==> src/rtl/cnn_pkg.sv <==
// Shared constants, state encoding and opcode decode for the conv tile sequencer.
package cnn_pkg;

    localparam int unsigned BIT_W      = 8;
    localparam int unsigned KER_BYTES  = 72;
    localparam int unsigned IMG_BYTES  = 72;
    localparam int unsigned BIAS_BYTES = 2;
    localparam int unsigned OUT_BYTES  = 2;
    localparam int unsigned PE_LAT     = 3;
    localparam int unsigned ADDR_W     = 10;
    localparam int unsigned OPCODE_W   = 4;
    localparam int unsigned OUT_ADDR_W = 4;
    localparam int unsigned TILE_W     = 9;
    localparam int unsigned BYTE_CNT_W = 7;
    localparam int unsigned EX_CNT_W   = 2;
    localparam int unsigned OUT_CNT_W  = 1;

    localparam logic [OPCODE_W-1:0] OP_CONV_1x32x32 = 4'd0;
    localparam logic [OPCODE_W-1:0] OP_CONV_4x16x16 = 4'd1;
    localparam logic [OPCODE_W-1:0] OP_CONV_8x8x8   = 4'd2;
    localparam logic [OPCODE_W-1:0] OP_LINEAR       = 4'd3;

    typedef enum logic [2:0] {
        ST_IDLE    = 3'd0,
        ST_LD_KER  = 3'd1,
        ST_LD_BIAS = 3'd2,
        ST_LD_IMG  = 3'd3,
        ST_SWAP    = 3'd4,
        ST_EX      = 3'd5,
        ST_WB      = 3'd6,
        ST_DONE    = 3'd7
    } seq_state_e;

    // Only the four layer shapes below exist; anything above OP_LINEAR is rejected.
    function automatic logic op_legal(input logic [OPCODE_W-1:0] op);
        return op <= OP_LINEAR;
    endfunction

    // Number of tiles a layer is split into.
    function automatic logic [TILE_W-1:0] tile_total(input logic [OPCODE_W-1:0] op);
        case (op)
            OP_CONV_1x32x32: return TILE_W'(256);
            OP_CONV_4x16x16: return TILE_W'(64);
            OP_CONV_8x8x8:   return TILE_W'(16);
            OP_LINEAR:       return TILE_W'(1);
            default:         return TILE_W'(0);
        endcase
    endfunction

endpackage

==> src/rtl/seq_byte_counter.sv <==
// Loadable up-counter with enable, clear and a terminal-count compare.
module seq_byte_counter #(
    parameter int unsigned W = 7
) (
    input  logic         i_clk,
    input  logic         i_rst,
    input  logic         i_clr,
    input  logic         i_load,
    input  logic [W-1:0] i_load_val,
    input  logic         i_en,
    input  logic [W-1:0] i_term,
    output logic [W-1:0] o_cnt,
    output logic         o_tc_c
);

    // Clear wins over load, load wins over count.
    always_ff @(posedge i_clk or posedge i_rst) begin
        if (i_rst) begin
            o_cnt <= '0;
        end else if (i_clr) begin
            o_cnt <= '0;
        end else if (i_load) begin
            o_cnt <= i_load_val;
        end else if (i_en) begin
            o_cnt <= o_cnt + W'(1);
        end
    end

    assign o_tc_c = (o_cnt == i_term);

endmodule

==> src/rtl/conv_tile_sequencer.sv <==
// Layer sequencer: loads kernel/bias once, then per tile loads image, swaps, executes, writes back.
module conv_tile_sequencer
    import cnn_pkg::*;
(
    input  logic                  i_clk,
    input  logic                  i_rst,
    input  logic                  i_trig,
    input  logic [OPCODE_W-1:0]   i_opcode,
    input  logic                  i_in_valid,
    output logic                  o_in_ready,
    output logic                  o_kernal_wd_en,
    output logic                  o_image_wd_en,
    output logic                  o_bias_wd_en,
    output logic [ADDR_W-1:0]     o_wd_addr,
    output logic                  o_buf_load,
    output logic                  o_out_wd_en,
    output logic [OUT_ADDR_W-1:0] o_out_addr,
    output logic                  o_valid,
    input  logic                  i_out_ready,
    output logic                  o_busy,
    output logic                  o_done,
    output logic                  o_err
);

    seq_state_e            state_q, state_d;
    logic [OPCODE_W-1:0]   opcode_q, opcode_d;
    logic [TILE_W-1:0]     tile_cnt_q, tile_cnt_d;
    logic                  err_q, err_d;

    logic                  loading_c, xfer_c, in_ex_c, wb_take_c, last_tile_c;
    logic                  byte_tc_c, ex_tc_c, out_tc_c;
    logic [BYTE_CNT_W-1:0] byte_cnt, byte_term_c;
    logic [EX_CNT_W-1:0]   ex_cnt;
    logic [OUT_CNT_W-1:0]  out_cnt;

    assign loading_c   = (state_q == ST_LD_KER) || (state_q == ST_LD_BIAS) || (state_q == ST_LD_IMG);
    assign xfer_c      = loading_c && i_in_valid;
    assign in_ex_c     = (state_q == ST_EX);
    assign wb_take_c   = (state_q == ST_WB) && i_out_ready;
    assign last_tile_c = (tile_cnt_q == (tile_total(opcode_q) - TILE_W'(1)));

    // Last byte index of the stream currently being loaded.
    always_comb begin
        byte_term_c = BYTE_CNT_W'(IMG_BYTES - 1);
        case (state_q)
            ST_LD_KER:  byte_term_c = BYTE_CNT_W'(KER_BYTES - 1);
            ST_LD_BIAS: byte_term_c = BYTE_CNT_W'(BIAS_BYTES - 1);
            default:    ;
        endcase
    end

    // Byte index within the current load stream; returns to 0 on every load-state exit.
    seq_byte_counter #(.W(BYTE_CNT_W)) u_byte_cnt (
        .i_clk      (i_clk),
        .i_rst      (i_rst),
        .i_clr      (xfer_c && byte_tc_c),
        .i_load     (1'b0),
        .i_load_val ('0),
        .i_en       (xfer_c),
        .i_term     (byte_term_c),
        .o_cnt      (byte_cnt),
        .o_tc_c     (byte_tc_c)
    );

    // Fixed PE pipeline latency.
    seq_byte_counter #(.W(EX_CNT_W)) u_ex_cnt (
        .i_clk      (i_clk),
        .i_rst      (i_rst),
        .i_clr      (in_ex_c && ex_tc_c),
        .i_load     (1'b0),
        .i_load_val ('0),
        .i_en       (in_ex_c),
        .i_term     (EX_CNT_W'(PE_LAT - 1)),
        .o_cnt      (ex_cnt),
        .o_tc_c     (ex_tc_c)
    );

    // Output byte index; forced to 0 when the pool results are captured.
    seq_byte_counter #(.W(OUT_CNT_W)) u_out_cnt (
        .i_clk      (i_clk),
        .i_rst      (i_rst),
        .i_clr      (wb_take_c && out_tc_c),
        .i_load     (in_ex_c && ex_tc_c),
        .i_load_val ('0),
        .i_en       (wb_take_c),
        .i_term     (OUT_CNT_W'(OUT_BYTES - 1)),
        .o_cnt      (out_cnt),
        .o_tc_c     (out_tc_c)
    );

    // State and layer context registers.
    always_ff @(posedge i_clk or posedge i_rst) begin
        if (i_rst) begin
            state_q    <= ST_IDLE;
            opcode_q   <= '0;
            tile_cnt_q <= '0;
            err_q      <= 1'b0;
        end else begin
            state_q    <= state_d;
            opcode_q   <= opcode_d;
            tile_cnt_q <= tile_cnt_d;
            err_q      <= err_d;
        end
    end

    assign o_err = err_q;

    // Next-state and datapath enables; write enables follow the host valid directly.
    always_comb begin
        state_d        = state_q;
        opcode_d       = opcode_q;
        tile_cnt_d     = tile_cnt_q;
        err_d          = 1'b0;
        o_in_ready     = 1'b0;
        o_kernal_wd_en = 1'b0;
        o_image_wd_en  = 1'b0;
        o_bias_wd_en   = 1'b0;
        o_wd_addr      = '0;
        o_buf_load     = 1'b0;
        o_out_wd_en    = 1'b0;
        o_out_addr     = '0;
        o_valid        = 1'b0;
        o_done         = 1'b0;
        o_busy         = (state_q != ST_IDLE);

        case (state_q)
            ST_IDLE: begin
                if (i_trig) begin
                    if (op_legal(i_opcode)) begin
                        state_d    = ST_LD_KER;
                        opcode_d   = i_opcode;
                        tile_cnt_d = '0;
                    end else begin
                        err_d = 1'b1;
                    end
                end
            end
            ST_LD_KER: begin
                o_in_ready     = 1'b1;
                o_kernal_wd_en = i_in_valid;
                o_wd_addr      = ADDR_W'({byte_cnt, 3'b000});
                if (xfer_c && byte_tc_c) state_d = ST_LD_BIAS;
            end
            ST_LD_BIAS: begin
                o_in_ready   = 1'b1;
                o_bias_wd_en = i_in_valid;
                o_wd_addr    = ADDR_W'({byte_cnt, 3'b000});
                if (xfer_c && byte_tc_c) state_d = ST_LD_IMG;
            end
            ST_LD_IMG: begin
                o_in_ready    = 1'b1;
                o_image_wd_en = i_in_valid;
                o_wd_addr     = ADDR_W'({byte_cnt, 3'b000});
                if (xfer_c && byte_tc_c) state_d = ST_SWAP;
            end
            ST_SWAP: begin
                o_buf_load = 1'b1;
                state_d    = ST_EX;
            end
            ST_EX: begin
                if (ex_tc_c) begin
                    o_out_wd_en = 1'b1;
                    state_d     = ST_WB;
                end
            end
            ST_WB: begin
                o_valid    = 1'b1;
                o_out_addr = OUT_ADDR_W'({out_cnt, 3'b000});
                if (wb_take_c && out_tc_c) begin
                    if (last_tile_c) begin
                        state_d = ST_DONE;
                    end else begin
                        tile_cnt_d = tile_cnt_q + TILE_W'(1);
                        state_d    = ST_LD_IMG;
                    end
                end
            end
            ST_DONE: begin
                o_done  = 1'b1;
                state_d = ST_IDLE;
            end
            default: state_d = ST_IDLE;
        endcase
    end

endmodule

==> config.mk <==
export PLATFORM = sky130hd
export DESIGN_NAME = conv_tile_sequencer
export DESIGN_NICKNAME = d
export VERILOG_FILES = /design/src/rtl/cnn_pkg.sv /design/src/rtl/seq_byte_counter.sv /design/src/rtl/conv_tile_sequencer.sv
export SDC_FILE = /design/constraint.sdc
export NUM_CORES = 1
export LEC_CHECK = 0
export ABC_CLOCK_PERIOD_IN_PS = 2300
export CAP_MARGIN = 15
export CORE_ASPECT_RATIO = 0.8
export CORE_MARGIN = 5
export CORE_UTILIZATION = 47
export DETAILED_ROUTE_END_ITERATION = 10
export PLACE_DENSITY = 0.76
export SYNTH_ARGS = -nofsm -noshare
export SYNTH_HDL_FRONTEND = slang
export SYNTH_SLANG_ARGS = --single-unit
==> constraint.sdc <==
create_clock -name i_clk -period 2.3 [get_ports i_clk]
set_clock_uncertainty 0.1 [all_clocks]
set_input_delay 0.345 -clock i_clk [delete_from_list [all_inputs] [get_ports i_clk]]
set_output_delay 0.345 -clock i_clk [all_outputs]
set_load 0.05 [all_outputs]
==> results of run 1 <==
[sequential cells by signal (all words and copies together), names as in the netlist]
name	count
tile_cnt_q	9
u_ex_cnt.o_cnt	2
u_byte_cnt.o_cnt	7
o_err	1
opcode_q	4
u_out_cnt.o_cnt	1
state_q	3
[metal layers]
layer  vias up  track usage
li1        726            -
met1       709        0.238
met2        41        0.239
met3         5       0.0388
met4         0       0.0328
met5         -            0
[power by group]
part / total (mW) / internal [mW] / leakage, nW / switching (mW)
registers: 0.794 / 0.596 / 0.354 / 0.198
logic: 1.38 / 0.656 / 0.659 / 0.723
clock network: 0.272 / 0.124 / 0.0228 / 0.148
[what timing repair did]
item                                    CTS  global route
setup buffers                             2             2
hold buffers                              0             0
endpoints found under the setup margin    9            10
pin swaps                                 5             3
gates resized for setup                   6             8
hold endpoints to repair                  0             0
[worst max-delay path, stage by stage, from the launching register on]
cell	delay (ns)
sky130_fd_sc_hd__dfrtp_1	0.40
sky130_fd_sc_hd__and4bb_2	0.33
sky130_fd_sc_hd__inv_2	0.05
sky130_fd_sc_hd__ha_2	0.17
sky130_fd_sc_hd__and3b_1	0.18
sky130_fd_sc_hd__or3_4	0.34
sky130_fd_sc_hd__a211oi_4	0.21
sky130_fd_sc_hd__buf_6	0.18
sky130_fd_sc_hd__a21oi_4	0.08
sky130_fd_sc_hd__mux2i_1	0.14
[per-stage QoR]
step | worst slack [ns] | instances
detailed placement | -0.0775 | 264
floorplan | 0.0348 | 194
global route | -0.0768 | 272
global placement | 0.0382 | 264
finish | -0.000686 | 272
CTS | 0.0140 | 270
[cells in the final DEF (no fill, tap or decap), types with 3 or more instances in the layout]
cell type / count
sky130_fd_sc_hd__a21oi_1: 6
sky130_fd_sc_hd__o21ai_1: 5
sky130_fd_sc_hd__nand4_1: 5
sky130_fd_sc_hd__xor2_1: 5
sky130_fd_sc_hd__clkdlybuf4s50_1: 9
sky130_fd_sc_hd__and3_1: 5
sky130_fd_sc_hd__dfrtp_1: 27
sky130_fd_sc_hd__clkbuf_8: 3
sky130_fd_sc_hd__nand2_1: 25
sky130_fd_sc_hd__xnor2_1: 5
sky130_fd_sc_hd__mux2i_1: 10
sky130_fd_sc_hd__inv_1: 3
sky130_fd_sc_hd__nor2_1: 7
sky130_fd_sc_hd__a21oi_2: 3
sky130_fd_sc_hd__buf_4: 20
sky130_fd_sc_hd__conb_1: 6
sky130_fd_sc_hd__nor2b_1: 4
sky130_fd_sc_hd__nor3_1: 5
sky130_fd_sc_hd__and2_1: 12
sky130_fd_sc_hd__nand3_1: 5
sky130_fd_sc_hd__buf_12: 13
sky130_fd_sc_hd__nand2b_1: 6
[final cells by class]
class                           instances  share of cell area
Clock buffer                            4              0.0189
Tap cell                               42              0.0221
Inverter                                4             0.00631
Multi-Input combinational cell        151               0.449
Timing Repair Buffer                   44               0.220
Sequential cell                        27               0.284
[final timing paths]
path,end,slack [ns],cells after the start
min reg2reg,u_byte_cnt.o_cnt[5],0.43,1
min in group i_clk,u_byte_cnt.o_cnt[5],0.43,1
max reg2reg,tile_cnt_q[0],-0.0007,9
min,opcode_q[0],0.32,3
max in group asynchronous,u_byte_cnt.o_cnt[2],1.52,3
max,tile_cnt_q[0],-0.0007,9
[logic make-up (layout without fill, tap and decap cells)]
| family | count (synthesis) | in the layout | share of synthesized area |
|---|---|---|---|
| AOI/OAI and AO/OA | 26 | 26 | 0.103 |
| xor gates and xnor gates | 12 | 12 | 0.0683 |
| adders and majority gates | 4 | 4 | 0.0285 |
| buffers and inverters | 16 | 52 | 0.0512 |
| DFF | 27 | 27 | 0.384 |
| muxes | 12 | 12 | 0.0698 |
| other | 1 | 6 | 0.00213 |
| and+or+nand+nor | 91 | 91 | 0.293 |
==> results.md, run 1 <==
Run status:
- The run finished, with violations left.
- The final reports fail on setup timing.

Die:
- The initialized floorplan defines 19 standard-cell rows.
- The width of the chip is 78.4 µm.
- The floorplan core area is 0.00352 mm².
- The area enclosed by the die boundary is 0.00507 mm².
- The number of primary I/O pins is 33.
- In this run the vertical extent of the chip is 64.7 µm.
- For this configuration, the core starts out at a cell density of 0.500.

Layout:
- Summing all flip-flop and latch instances after layout gives 676 µm².
- For this run, the share of the core covered by cells in the final layout is 0.677.
- Summing all multi-input logic gate instances after layout gives 0.00107 mm².
- The fraction of layout instances using a drive strength above 1 is 0.248.
- The final layout contains 244 nets.
- The number of diodes is 0.
- Counting the fill cells in the layout gives 279.
- The design area is 0.00238 mm².
- Relative to the synthesized area, the layout overhead comes to 35.4%.

Worst setup path:
- The worst register-to-register path begins at opcode_q[3].
- The peak fanout along the critical path is 8.
- The worst setup path is launched from a flip-flop.
- STA classifies the critical path endpoint as a flip-flop.
- Data on the critical path is required at its endpoint by 2.35 ns.
- The worst setup path startpoint is opcode_q[3].
- The type of the worst setup path is flip-flop to flip-flop.
- The arrival time at the worst endpoint is 2.35 ns.

Drt:
- Once detail routing completed, the nets flagged for antenna violations numbered 0.
- The overall via count from detail_route is 1,481.
- The length of routed wiring on met1 is 1920 µm.
- The average wire per cell in the routed design is 14.6 µm.
- The total met2 wirelength after detailed routing is 1810 µm.
- The detailed-route wire length is 3980 µm.
- The top metal layer carrying routed signals is met4.
- Detailed routing placed a total of 222 µm of wire on met3.
- The average via count per standard cell is 5.44.
- The number of violations reported at the end of detailed-routing iteration 0 is 134.
- The post-detailed-route DRC marker count is 0.
- Before antenna repair, the detailed router went through 4 iterations.

Yosys:
- The share of synthesized area in the top cell type comes to 0.384.
- The synthesis warning total is 0.
- After synthesis, the share of flip-flops with an asynchronous set or reset is 1.00.
- The netlist uses 45 different library cells.
- The largest area contributor in the synthesized netlist is sky130_fd_sc_hd__dfrtp_1.
- The synthesized flop and latch total is 27.
- Synthesis produced 189 cells.
- In this run, synthesis inferred 0 flip-flops with an integrated enable.
- For this run, the register share of the synthesized area comes to 0.384.
- Among all flip-flop cells after synthesis, the most frequent one is sky130_fd_sc_hd__dfrtp_1.
- Ranked by instance count, the synthesized netlist is headed by sky130_fd_sc_hd__dfrtp_1 (27), sky130_fd_sc_hd__nand2_1 (25), sky130_fd_sc_hd__and2_1 (12).
- Dividing the synthesized area by the synthesized cell count gives 9.30 µm².
- The cell with the most instances after synthesis is sky130_fd_sc_hd__dfrtp_1.
- Ranked by total cell area, the synthesized netlist is headed by sky130_fd_sc_hd__dfrtp_1 (38%), sky130_fd_sc_hd__mux2i_1 (5.7%), sky130_fd_sc_hd__nand2_1 (5.3%).
- The post-synthesis cell area is 0.00176 mm².

STA:
- The count of final max-slew check failures came to 0.
- The hold violation total from the final report is 0.
- Static timing analysis puts the maximum clock frequency at 435 MHz.
- Setup total negative slack on the finished layout was measured at -0.000686 ns.
- The final setup violation count is 1.
- Once routing completed, OpenROAD measured the worst setup slack at -0.000686 ns.
- The worst-case hold slack is 0.318 ns.
- The shortest period the worst path allows is 2.30 ns.
- Setup repair after global routing could not meet its margin everywhere.
- The post-route fraction of the period consumed by the critical path is 1.00.

Min path:
- The path class of the tightest hold or removal check is primary input to async pin.

CTS:
- Clock-pin slew was measured on the worst setup and hold paths at 0.09 ns.
- Clock tree synthesis inserted a total of 3 buffers.
- The clock network latency to the later pin of the worst-skew pair is 0.28 ns.
- The longest clock path from root to sink contains 2 buffers.
- The clock tree from TritonCTS is yes.
- The H-tree level count is 1.
- The root buffer cell is sky130_fd_sc_hd__clkbuf_8.
- Counting every sink on the clock net gives 27.

Global route:
- The total overflow reported by the global router is 0.
- The initial antenna violation count is 0.
- The first-pass GRT wire length is 6580 µm.
- The via count of the first global-routing pass was 1,396.
- The overall fraction of global-route tracks in use is 0.161.
- The pin count of the biggest net entering global routing is 28.

Power and ir drop:
- The analysis attributes to cell leakage a power of 1.04 nW.
- The peak supply drop is 0.828 mV.
- The power per standard cell area is 1030 mW/mm².
- Overall power consumption after layout is estimated at 2.44 mW.

Placed design:
- The routability congestion estimate from global placement is 0.813.
- The total half-perimeter wirelength after legalization and detailed placement is 2850 µm.
- The count of buffers added on input and output ports is 26.
- The placed instances occupy a cell area of 0.00224 mm².

Run:
- The max capacitance violation total is 0.
(Power assumes the default switching activity.)
==> inputs of run 2 (changes only) <==
--- a/config.mk
+++ b/config.mk
@@ -12,6 +12,7 @@
 export CORE_UTILIZATION = 47
 export DETAILED_ROUTE_END_ITERATION = 10
 export PLACE_DENSITY = 0.76
+export SLEW_MARGIN = 15
 export SYNTH_ARGS = -nofsm -noshare
 export SYNTH_HDL_FRONTEND = slang
 export SYNTH_SLANG_ARGS = --single-unit
==> results of run 2 <==
Same layout as run 1: the final DEF is identical, and so are final timing and power.
==> inputs of run 3 (changes only) <==
--- a/config.mk
+++ b/config.mk
@@ -5,11 +5,11 @@
 export SDC_FILE = /design/constraint.sdc
 export NUM_CORES = 1
 export LEC_CHECK = 0
-export ABC_CLOCK_PERIOD_IN_PS = 2300
+export ABC_CLOCK_PERIOD_IN_PS = 2900
 export CAP_MARGIN = 15
 export CORE_ASPECT_RATIO = 0.8
 export CORE_MARGIN = 5
-export CORE_UTILIZATION = 47
+export CORE_UTILIZATION = 49
 export DETAILED_ROUTE_END_ITERATION = 10
 export PLACE_DENSITY = 0.76
 export SLEW_MARGIN = 15
==> constraint.sdc (replaced) <==
create_clock -name i_clk -period 2.9 [get_ports i_clk]
set_clock_uncertainty 0.1 [all_clocks]
set_input_delay 0.435 -clock i_clk [delete_from_list [all_inputs] [get_ports i_clk]]
set_output_delay 0.435 -clock i_clk [all_outputs]
set_load 0.05 [all_outputs]
==> results.md, run 3 (same netlist as run 1, synthesis figures left out) <==
Run status:
- Result of the run: finished clean (was finished, violations left).

CTS:
- The number of buffers added to fix hold violations after cts is 0 (unchanged).
- The number of setup buffers added after CTS came to 0 (was 2).
- The clock input transition at the sequential cells of the worst setup and hold paths is 0.09 ns (about the same).
- The maximum buffer depth of the clock tree is 2 (unchanged).
- The root buffer cell is sky130_fd_sc_hd__clkbuf_8 (unchanged).
- The H-tree level count is 1 (unchanged).
- The clock network latency to the later pin of the worst-skew pair is 0.27 ns (was 0.28 ns).
- The total of cells resized after clock tree synthesis is 0 (was 6).
- The clock tree from TritonCTS was yes (unchanged).
- The number of sinks on the clock net is 27 (unchanged).
- The number of buffers inserted during clock tree synthesis is 3 (unchanged).

Power and ir drop:
- The power per standard cell area is 815 mW/mm² (was 1030 mW/mm²).
- The total power after layout is 1.69 mW (was 2.44 mW).
- The leakage power summed over all cells was 0.900 nW (was 1.04 nW).
- The peak supply drop came to 0.494 mV (was 0.828 mV).

Drt:
- The met3 layer wire length in the routed design is 162 µm (was 222 µm).
- The length of routed wiring on met1 is 1620 µm (was 1920 µm).
- The post-detailed-route DRC marker count is 0 (unchanged).
- The number of antenna-violating nets in the routed design is 0 (unchanged).
- The average via count per standard cell is 5.38 (was 5.44).
- The total met2 wirelength after detailed routing was 1690 µm (was 1810 µm).
- The number of violations reported at the end of detailed-routing iteration 0 was 93 (was 134).
- The detailed-router iteration count before antenna repair came to 4 (unchanged).
- The detailed-route wire length is 3530 µm (was 3980 µm).
- The overall via count from detail_route came to 1,377 (was 1,481).
- The average wire per cell in the routed design is 13.8 µm (was 14.6 µm).
- The top metal layer carrying routed signals is met4 (unchanged).

STA:
- Timing would allow up to 367 MHz.
- Setup repair after global routing missed its margin: false (was true).
- The post-route fraction of the period consumed by the critical path is 0.939.
- The final setup violation count was 0 (was 1).
- The slew at the pin closest to its max-slew limit is 0.606 ns.
- The final setup TNS is 0 ns (was -0.000686 ns).
- The count of final max-slew check failures came to 0 (unchanged).
- The worst slew margin relative to its limit is 0.595.
- The shortest period the worst path allows is 2.72 ns.
- The minimum setup slack in the final design was 0.176 ns (was -0.000686 ns).
- The hold violation total from the final report was 0 (unchanged).

Worst setup path:
- The capture point of the worst path is o_bias_wd_en (was tile_cnt_q[0]).
- The critical path startpoint category is a flip-flop (unchanged).
- The register-to-register setup slack is 0.41 ns (was -0.0007 ns).
- The launch point of the worst reg-to-reg path is opcode_q[3] (unchanged).
- The depth of the worst register-to-register path came to 8 (was 9).
- The endpoint of the worst-slack reg-to-reg timing path is tile_cnt_q[0] (unchanged).
- The type of the worst setup path was flip-flop to output port (was flip-flop to flip-flop).
- The critical path endpoint category is an output port (was flip-flop).
- The data required time of the critical path came to 2.37 ns (was 2.35 ns).
- The worst setup path startpoint was state_q[1] (was opcode_q[3]).
- The peak fanout along the critical path came to 12 (was 8).
- The arrival time at the worst endpoint is 2.19 ns (was 2.35 ns).

Min path:
- The type of the tightest min-delay check was flip-flop to flip-flop (was primary input to async pin).
- In this run the most critical hold path is launched from u_byte_cnt.o_cnt[5].

Placed design:
- The number of port buffers came to 26 (unchanged).
- The routability congestion estimate from global placement is 0.849 (was 0.813).
- The pre-CTS worst setup slack is 0.390 ns (was -0.0775 ns).
- The placed instance area is 0.00203 mm² (was 0.00224 mm²).
- The total half-perimeter wirelength after legalization and detailed placement is 2640 µm (was 2850 µm).
- The total instance count after detailed placement was 252 (was 264).

Die:
- The area enclosed by the die boundary was 0.00489 mm² (was 0.00507 mm²).
- The die height is 63.6 µm (was 64.7 µm).
- The floorplan core area came to 0.00345 mm² (was 0.00352 mm²).
- The initial core utilization was 0.510 (was 0.500).
- The number of primary I/O pins is 33 (unchanged).
- The row count is 19 (unchanged).
- The width of the chip was 77.0 µm (was 78.4 µm).

Layout:
- The number of diodes is 0 (unchanged).
- The area occupied by multi-input gates is 0.00101 mm² (was 0.00107 mm²).
- The register with the most flip-flops is tile_cnt_q (unchanged).
- Largest registers: tile_cnt_q (9), u_byte_cnt.o_cnt (7), opcode_q (4) (unchanged).
- Most frequent cells in the layout: sky130_fd_sc_hd__dfrtp_1 (27), sky130_fd_sc_hd__nand2_1 (25), sky130_fd_sc_hd__clkdlybuf4s50_1 (24) (was sky130_fd_sc_hd__dfrtp_1 (27), sky130_fd_sc_hd__nand2_1 (25), sky130_fd_sc_hd__buf_4 (20)).
- The most common cell after layout, fill and taps aside is sky130_fd_sc_hd__dfrtp_1 (unchanged).
- The filler-free cell count of the finished design was 256 (was 272).
- The fraction of layout instances using a drive strength above 1 is 0.0748 (was 0.248).
- The flip-flop count of the largest register, all copies and words added came to 9 (unchanged).
- The signed area change from the synthesized netlist to the final layout came to 18.0% (was 35.4%).
- The count of nets after finishing was 228 (was 244).
- The number of fill cells is 277 (was 279).
- The design area came to 0.00207 mm² (was 0.00238 mm²).
- The storage element area is 676 µm² (unchanged).

Global route:
- The pin count of the biggest net entering global routing is 28 (unchanged).
- The initial antenna violation count is 0 (unchanged).
- The via count of the first global-routing pass is 1,364 (was 1,396).
- The total overflow reported by the global router is 0 (unchanged).
- The first-pass GRT wire length is 6080 µm (was 6580 µm).
- The overall fraction of global-route tracks in use was 0.150 (was 0.161).

Run:
- The max capacitance violation total is 0 (unchanged).
[run 3: routing by layer]
metal | global-route usage | up-vias
met3 | 0.0385 | 5
met4 | 0.0480 | 0
li1 | - | 695
met5 | 0 | -
met1 | 0.195 | 650
met2 | 0.243 | 27
[run 3: worst min-delay path by stage]
| stage | endpoint | slack [ns] | cells past startpoint |
|---|---|---|---|
| 3_3_place_gp | u_byte_cnt.o_cnt[5] | 0.40 | 1 |
| 3_5_place_dp | u_byte_cnt.o_cnt[5] | 0.41 | 1 |
| 4_1_cts | u_byte_cnt.o_cnt[5] | 0.42 | 1 |
| 2_1_floorplan | u_byte_cnt.o_cnt[5] | 0.37 | 1 |
| 6_report | u_byte_cnt.o_cnt[5] | 0.43 | 1 |
| 5_1_grt | u_byte_cnt.o_cnt[5] | 0.46 | 1 |
[run 3: worst max-delay path, stage by stage, from the launching register on]
cell and delay, ns:
sky130_fd_sc_hd__dfrtp_1 0.52, sky130_fd_sc_hd__nor3b_1 0.41, sky130_fd_sc_hd__and2_1 0.18, sky130_fd_sc_hd__clkdlybuf4s50_1 0.80
[run 3: final cells by class]
class,count,area share
sequential,27,0.326
inverter,4,0.00724
tap,42,0.0253
timing repair buffer,28,0.133
clock buffer,4,0.0217
multi-input combinational,151,0.487
[run 3: stage by stage]
stage          hold slack, ns   util
5_1_grt                 0.455  0.602
4_1_cts                 0.422  0.601
2_1_floorplan           0.371      -
6_report                0.430  0.602
3_3_place_gp            0.402  0.588
3_5_place_dp            0.411  0.588
[run 3: report_power, final]
group / switching (mW) / internal, mW / leakage (nW)
Combinational: 0.486 / 0.360 / 0.523
Sequential: 0.157 / 0.473 / 0.354
Clock: 0.116 / 0.0986 / 0.0228
